**src/rtl/rdr_pkg.sv**
```systemverilog
// -----------------------------------------------------------------------------
// rdr_pkg
// Shared constants and types for the rose/delay responder.
//   RDR_MAX_LAT     : largest pulse delay the scheduler type can express
//   lat_t           : holds a latency value 0..RDR_MAX_LAT
//   RDR_LAT_HI_DEF  : default delay when start=1 at the rise of a
//   RDR_LAT_LO_DEF  : default delay when start=0 at the rise of a
//   RDR_CNT_W_DEF   : default statistics counter width
//   lat_legal()     : elaboration-time range check for a latency parameter
// -----------------------------------------------------------------------------
package rdr_pkg;

    localparam int RDR_MAX_LAT = 8;

    typedef logic [$clog2(RDR_MAX_LAT+1)-1:0] lat_t;

    localparam int RDR_LAT_HI_DEF = 1;
    localparam int RDR_LAT_LO_DEF = 2;
    localparam int RDR_CNT_W_DEF  = 16;

    function automatic bit lat_legal(input int lat, input int max_lat);
        return (lat >= 1) && (lat <= max_lat);
    endfunction

endpackage

```
**src/rtl/rdr_edge_det.sv**
```systemverilog
// -----------------------------------------------------------------------------
// rdr_edge_det
// Rising-edge detector with a synchronous, active-high reset. The history flop
// resets to 0, so a signal already high in the first cycle after reset is
// reported as a rise.
// Ports:
//   clk   in  : clock, posedge sampling
//   rst   in  : synchronous active-high reset
//   sig   in  : monitored signal
//   rise  out : combinational, high in the cycle sig is 1 and was 0 last cycle
// -----------------------------------------------------------------------------
module rdr_edge_det (
    input  logic clk,
    input  logic rst,
    input  logic sig,
    output logic rise
);

    logic sig_q;

    // NOTE: sequential state uses non-blocking assignments so every flop
    // samples the values that existed before the clock edge.
    always_ff @(posedge clk) begin
        if (rst) begin
            sig_q <= 1'b0;
        end else begin
            sig_q <= sig;
        end
    end

    assign rise = sig & ~sig_q;

endmodule

```
**src/rtl/rose_delay_responder.sv**
```systemverilog
// -----------------------------------------------------------------------------
// rose_delay_responder
// Responder for the start-qualified rose/delay handshake. Every rising edge of
// a schedules one single-cycle pulse on b, LAT_HI cycles later when start is
// high at the rise and LAT_LO cycles later when it is low. A request whose
// slot is already taken, or whose pulse would directly follow another b
// pulse, is discarded and flagged on drop.
// Optional feature: define RDR_STATS_EN to build the saturating pulse/drop
// counters; without it both counter ports are tied to 0.
// Ports:
//   clk        in  : sole clock, posedge sampling
//   rst        in  : synchronous active-high reset
//   start      in  : delay select, only looked at in the cycle a rises
//   a          in  : request strobe, only its 0->1 transition matters
//   b          out : registered response pulse, one cycle wide
//   busy       out : registered, high while a pulse waits in the scheduler
//   drop       out : registered one-cycle flag, a pulse was discarded
//   pulse_cnt  out : pulses emitted, saturating (RDR_STATS_EN)
//   drop_cnt   out : pulses dropped, saturating (RDR_STATS_EN)
// -----------------------------------------------------------------------------
module rose_delay_responder
    import rdr_pkg::*;
#(
    parameter int LAT_HI  = RDR_LAT_HI_DEF,
    parameter int LAT_LO  = RDR_LAT_LO_DEF,
    parameter int MAX_LAT = RDR_MAX_LAT,
    parameter int CNT_W   = RDR_CNT_W_DEF
) (
    input  logic             clk,
    input  logic             rst,
    input  logic             start,
    input  logic             a,
    output logic             b,
    output logic             busy,
    output logic             drop,
    output logic [CNT_W-1:0] pulse_cnt,
    output logic [CNT_W-1:0] drop_cnt
);

    if (!lat_legal(LAT_HI, MAX_LAT) || !lat_legal(LAT_LO, MAX_LAT)) begin : g_bad_lat
        $error("rose_delay_responder: LAT_HI and LAT_LO must lie in 1..MAX_LAT");
    end
    if (MAX_LAT < 2 || MAX_LAT > RDR_MAX_LAT) begin : g_bad_max
        $error("rose_delay_responder: MAX_LAT must lie in 2..RDR_MAX_LAT");
    end

    localparam int IDX_W = $clog2(MAX_LAT);
    typedef logic [IDX_W-1:0] idx_t;

    logic               rise;
    logic [MAX_LAT-1:0] slot;
    logic [MAX_LAT-1:0] slot_shift;
    logic [MAX_LAT-1:0] slot_next;
    lat_t               lat;
    idx_t               tgt;
    logic               bypass;
    logic               want_emit;
    logic               b_next;
    logic               drop_a;
    logic               drop_b;

    rdr_edge_det u_edge_det (
        .clk  (clk),
        .rst  (rst),
        .sig  (a),
        .rise (rise)
    );

    // After an edge, slot[k] set means b is loaded with 1 at the (k+1)-th
    // following edge. A delay of L therefore lands in bit L-2 of the shifted
    // vector; L=1 has no slot and feeds the b flop directly.
    // NOTE: every variable gets a default before any branch, so no path leaves
    // one unassigned and no latch is inferred.
    always_comb begin
        lat        = start ? lat_t'(LAT_HI) : lat_t'(LAT_LO);
        tgt        = idx_t'(lat - lat_t'(2));
        slot_shift = slot >> 1;
        slot_next  = slot_shift;
        bypass     = 1'b0;
        drop_a     = 1'b0;

        if (rise) begin
            if (lat == lat_t'(1)) begin
                if (slot[0]) drop_a = 1'b1;
                else         bypass = 1'b1;
            end else begin
                if (slot_shift[tgt]) drop_a         = 1'b1;
                else                 slot_next[tgt] = 1'b1;
            end
        end

        // A pulse may only start while b is low, so each one is a clean rise;
        // one that would follow straight on from a pulse is discarded instead.
        want_emit = slot[0] | bypass;
        b_next    = want_emit & ~b;
        drop_b    = want_emit & b;
    end

    // NOTE: the scheduler itself is reset, not just the outputs, so nothing
    // queued before reset can surface afterwards.
    always_ff @(posedge clk) begin
        if (rst) begin
            slot <= '0;
            b    <= 1'b0;
            busy <= 1'b0;
            drop <= 1'b0;
        end else begin
            slot <= slot_next;
            b    <= b_next;
            busy <= |slot_next;
            drop <= drop_a | drop_b;
        end
    end

`ifdef RDR_STATS_EN
    logic [CNT_W-1:0] pulse_q;
    logic [CNT_W-1:0] drop_q;

    // At most one increment per counter per cycle, even when two pulses are
    // discarded in the same cycle; both stop at all-ones.
    always_ff @(posedge clk) begin
        if (rst) begin
            pulse_q <= '0;
            drop_q  <= '0;
        end else begin
            if (b_next && !(&pulse_q))            pulse_q <= pulse_q + CNT_W'(1);
            if ((drop_a || drop_b) && !(&drop_q)) drop_q  <= drop_q + CNT_W'(1);
        end
    end

    assign pulse_cnt = pulse_q;
    assign drop_cnt  = drop_q;
`else
    assign pulse_cnt = '0;
    assign drop_cnt  = '0;
`endif

endmodule

```
**config.mk**
```make
export PLATFORM = sky130hd
export DESIGN_NAME = rose_delay_responder
export DESIGN_NICKNAME = d
export VERILOG_FILES = /design/src/rtl/rdr_pkg.sv /design/src/rtl/rdr_edge_det.sv /design/src/rtl/rose_delay_responder.sv
export SDC_FILE = /design/constraint.sdc
export NUM_CORES = 1
export LEC_CHECK = 0
export ABC_AREA = 0
export CORE_MARGIN = 3
export CORE_UTILIZATION = 35
export CTS_CLUSTER_DIAMETER = 100
export DETAILED_ROUTE_END_ITERATION = 10
export PLACE_DENSITY_LB_ADDON = 0.1
export SETUP_SLACK_MARGIN = 0.15
export SLEW_MARGIN = 30
export SYNTH_ARGS = -nofsm -noshare
export SYNTH_HDL_FRONTEND = slang
export SYNTH_SLANG_ARGS = --single-unit
```
**constraint.sdc**
```tcl
create_clock -name clk -period 1 [get_ports clk]
set_input_delay 0.3 -clock clk [delete_from_list [all_inputs] [get_ports clk]]
set_output_delay 0.3 -clock clk [all_outputs]
set_load 0.03 [all_outputs]
```
* Word-level counts from Yosys, hierarchy flattened
Cells that the tools add are included.
Operators by class: reductions and logical operators 2, add/sub/neg operators 1, magnitude comparators 2, equality and inequality tests 1, bitwise gates (word level) 8, mux-type cells 15
Operators with widths (count):
- two-way mux 8 bit | 3
- two-way mux 1 bit | 9
- bitwise OR 7 x 8 -> 8 bit | 1
- OR reduction 8 bit | 1
- < comparator 3 x 4 -> 1 bit (second input constant) | 1
- AND 1 bit | 3
- binary-select mux 1 bit (select 3 bit) | 1
- demux 1 bit (select 3 bit) | 1
- greater-or-equal comparator 3 x 1 -> 1 bit (second input constant) | 1
- subtractor 2 x 2 -> 3 bit (second input constant) | 1
- == test 2 x 1 -> 1 bit (second input constant) | 1
- two-way mux 2 bit | 1
- inverter 1 bit | 2
- bitwise OR 1 bit | 2
- logical AND 1 bit | 1
Word-level totals: word-level logic and storage cells 34, bits in registers 12, output and inout port bits 35, bits of input ports 4

* Logic depth before layout (Yosys ltp)
word-level depth 11, mapped depth 3, mapped depth without buffers 3

* By module
From an unflattened synthesis, not the netlist that was laid out.
Unflattened totals: cells, all modules 66, area, all modules 616.8 µm²
Modules (own cells, without submodules):
- rose_delay_responder | times used 1, cells an instance 63, area an instance 569.3 µm², sequential area each 220.2 µm²
- rdr_edge_det | times used 1, cells an instance 3, area an instance 47.5 µm², sequential area each 20.0 µm²

* Worst setup path after synthesis
No wires, ideal clock.
path kind reg2reg, start register b, end register drop, clock period less this slack 867 ps, cell stages (with the launch flop) 3, arrival 739 ps, buffers on the path 0, data required time 872 ps, path slack 133 ps, setup time 128 ps, cells stage by stage dfxtp_1 -> o311ai_1 -> a21oi_1
Between the ends: cells in the longest elaborated chain, start to end 2
Ends and longest elaborated chain:
- start: declaration | line rose_delay_responder.sv:33 | output logic b,
- start signal: assignment | line rose_delay_responder.sv:109 | b <= b_next;
- AND 1 bit | line rose_delay_responder.sv:96 | drop_b = want_emit & b;
- bitwise OR 1 bit | line rose_delay_responder.sv:111 | drop <= drop_a | drop_b;
- end signal: assignment | line rose_delay_responder.sv:111
- end: declaration | line rose_delay_responder.sv:35 | output logic drop,
Every way passes these cells. A chain may end at the register's enable or synchronous reset.

* Final worst setup path
start register b, end output port b
No word-level cell between the ends.

==> impl_metrics.ini <==
[logic_synthesis]
yosysWarnings = 0
synth-xor-area-share_pct = 0
synth_area_um2 = 604.3
syn_avg_cell_area_um2 = 9.157
synth_fa_ha_area_share_pct = 0
synth-seq-cells = 12
synth_top_family_by_area = buffers and inverters
synth-compound-area-share_pct = 4.969
ys_seq_area_share_pct = 39.75
synth_cell_types = 15
synth_mux_area_share_pct = 0
syn_inst = 66
yosys.area_share.simple_pct = 13.46

[die]
die-area_mm2 = 0.002261
die_w_um = 47.56
dieHeight_um = 47.56
io_pins = 39
start_util_pct = 38.76
rows = 14
core_area_mm2 = 0.001559

[critical_path]
crit_required_ps = 700
crit_arrival_ps = 730
start_kind = register
cpMaxStageDelayCell = dfxtp_2
end_kind = output port
critical-path-top-delay-family = flip-flops
crit_chain = buf_6
max_stage_delay_ps = 340
r2r-start = b$_SDFF_PP0_
crit_path_start = b$_SDFF_PP0_
crit_fanout = 2
crit_buf_inv = 1
rrSetupSlack_ps = 20
worstSetupPathType = register to output port

[grt]
antenna_found_initial = 0
overflow = 0
use_met2_pct = 9.893
grtUsageMet3_pct = 5.639
grt_max_degree = 12
grt_pass1_wl_um = 1097
track_usage_pct = 7.368
met1_usage_pct = 8.696
gr-max-usage-layer = met2
first_global_vias = 263

[routing]
routed-via-count = 346
routed_wl_um = 866
wl_per_cell_um = 9.213
via_per_inst = 3.681
first_iter_violations = 1
postRouteAntennaNets = 0
drc = 0
dr.pass1.iters = 3

[layout]
final_cell_mix = conb_1 (33), nor2b_1 (7), dfxtp_1 (7)
multi_input_area_um2 = 287.8
area_delta_synth_final_pct = 13.46
stdcell_area_um2 = 685.7
register_area_um2 = 246.5
layout_commonest_cell = conb_1
drive_above_1_share_pct = 28.21
nFillCells = 165
nets = 83
antennaDiodeCount = 0

[run_status]
failed_checks = negative setup slack
outcome = complete, but fails checks

[clock_tree]
cts_buffer_depth = 2
cts-buffers-inserted = 3
h-tree-depth = 1
hold_buffers = 0
clock_latency_ps = 270
cts_root_buf = clkbuf_4
cts_tree = done
cts.sinks = 12
clk_pin_slew_worst_paths_ps = 70

[timing]
setup_slack_ps = -33.73
clock.fmax_mhz = 967.4
grt_setup_unrepaired = yes
hold_ws_ps = 387.2
setup_viol_count_final = 3
period_share_pct = 103.4
skew_ps = 5.025
hold_violations = 0
setup_tns_ps = -56.37
finalMaxSlewViolations = 0
period_minus_slack_ps = 1034

[pwr]
leakage_uw = 0.0003296
power.density_mw_per_mm2 = 1679
ir_drop_mv = 0.7667

[placement]
portBuffers = 6
place_hpwl_um = 561.4
dpl_cell_area_um2 = 560.5
gp_congestion = 0.6550

[flow_run]
cap_violations = 0

[min_path]
min_path_type = input pin to register
min-delay-start = a
==> kinds of logic after synthesis <==
family | count (synthesis)
and+or+nand+nor | 14
AOI/OAI and AO/OA | 5
DFF | 12
buffers and inverters | 34
other | 1
==> area by class of cell <==
class,instances,area share [%]
multi-input cells,52,41.97
flip-flops and latches,12,35.95
repair buffers,9,13.32
well taps,16,2.920
inverters,1,0.5474
clock buffers,4,5.292
==> registers in the layout (all words and copies together) (netlist names) <==
signal,count
slot,8
b,1
busy,1
drop,1
u_edge_det.sig_q,1
==> where the power goes <==
group	internal (uW)	switching, uW
registers	498	14.5
clock network	221	154
logic	55.7	207
==> worst paths after layout <==
kind,to,cells after the start
setup / recovery,b,1
hold / removal,u_edge_det.sig_q$_SDFF_PP0_,2
setup reg to reg,drop$_SDFF_PP0_,4
hold reg to reg,slot[2]$_SDFF_PP0_,1
==> synthesized netlist by cell type <==
| library cell | count | area (um^2) |
|---|---|---|
| buf_4 | 32 | 240.2 |
| or2_2 | 1 | 6.260 |
| o311ai_1 | 1 | 8.760 |
| a31oi_1 | 1 | 6.260 |
| conb_1 | 1 | 3.750 |
| nand2_1 | 1 | 3.750 |
| nor3_1 | 1 | 5.000 |
| nor4_1 | 1 | 6.260 |
| dfxtp_1 | 12 | 240.2 |
| a21oi_1 | 3 | 15.01 |
| buf_2 | 1 | 5.000 |
| nor2_1 | 2 | 7.510 |
| nor2b_1 | 7 | 43.79 |
| nor2b_2 | 1 | 8.760 |
| inv_1 | 1 | 3.750 |
==> through the flow <==
step                      setup WS [ps]  std cells  utilization (%)  power [uW]
after floorplan                   164.1         98                -       809.6
after global placement           -336.0         88            35.96       743.6
after detailed placement         -358.9         88            35.96       743.9
after CTS                        -53.76         93            40.93        1151
after global routing             -69.38         94            43.98        1218
final                            -33.73         94            43.98        1151
==> per-layer routing <==
layer | part of all wire [%] | wire length (um) | vias up
met3 | 9.9 | 86 | 0
met4 | 0 | 0 | 0
li1 | - | - | 166
met2 | 54 | 469 | 22
met5 | 0 | 0 | -
met1 | 36 | 309 | 158
==> repair_timing <==
action | 4_1_cts | 5_1_grt
gates resized for setup | 11 | 9
pin swaps | 2 | 3
endpoints found under the setup margin | 7 | 6
buffers inserted | 1 | 1
(Power assumes the default switching activity.)
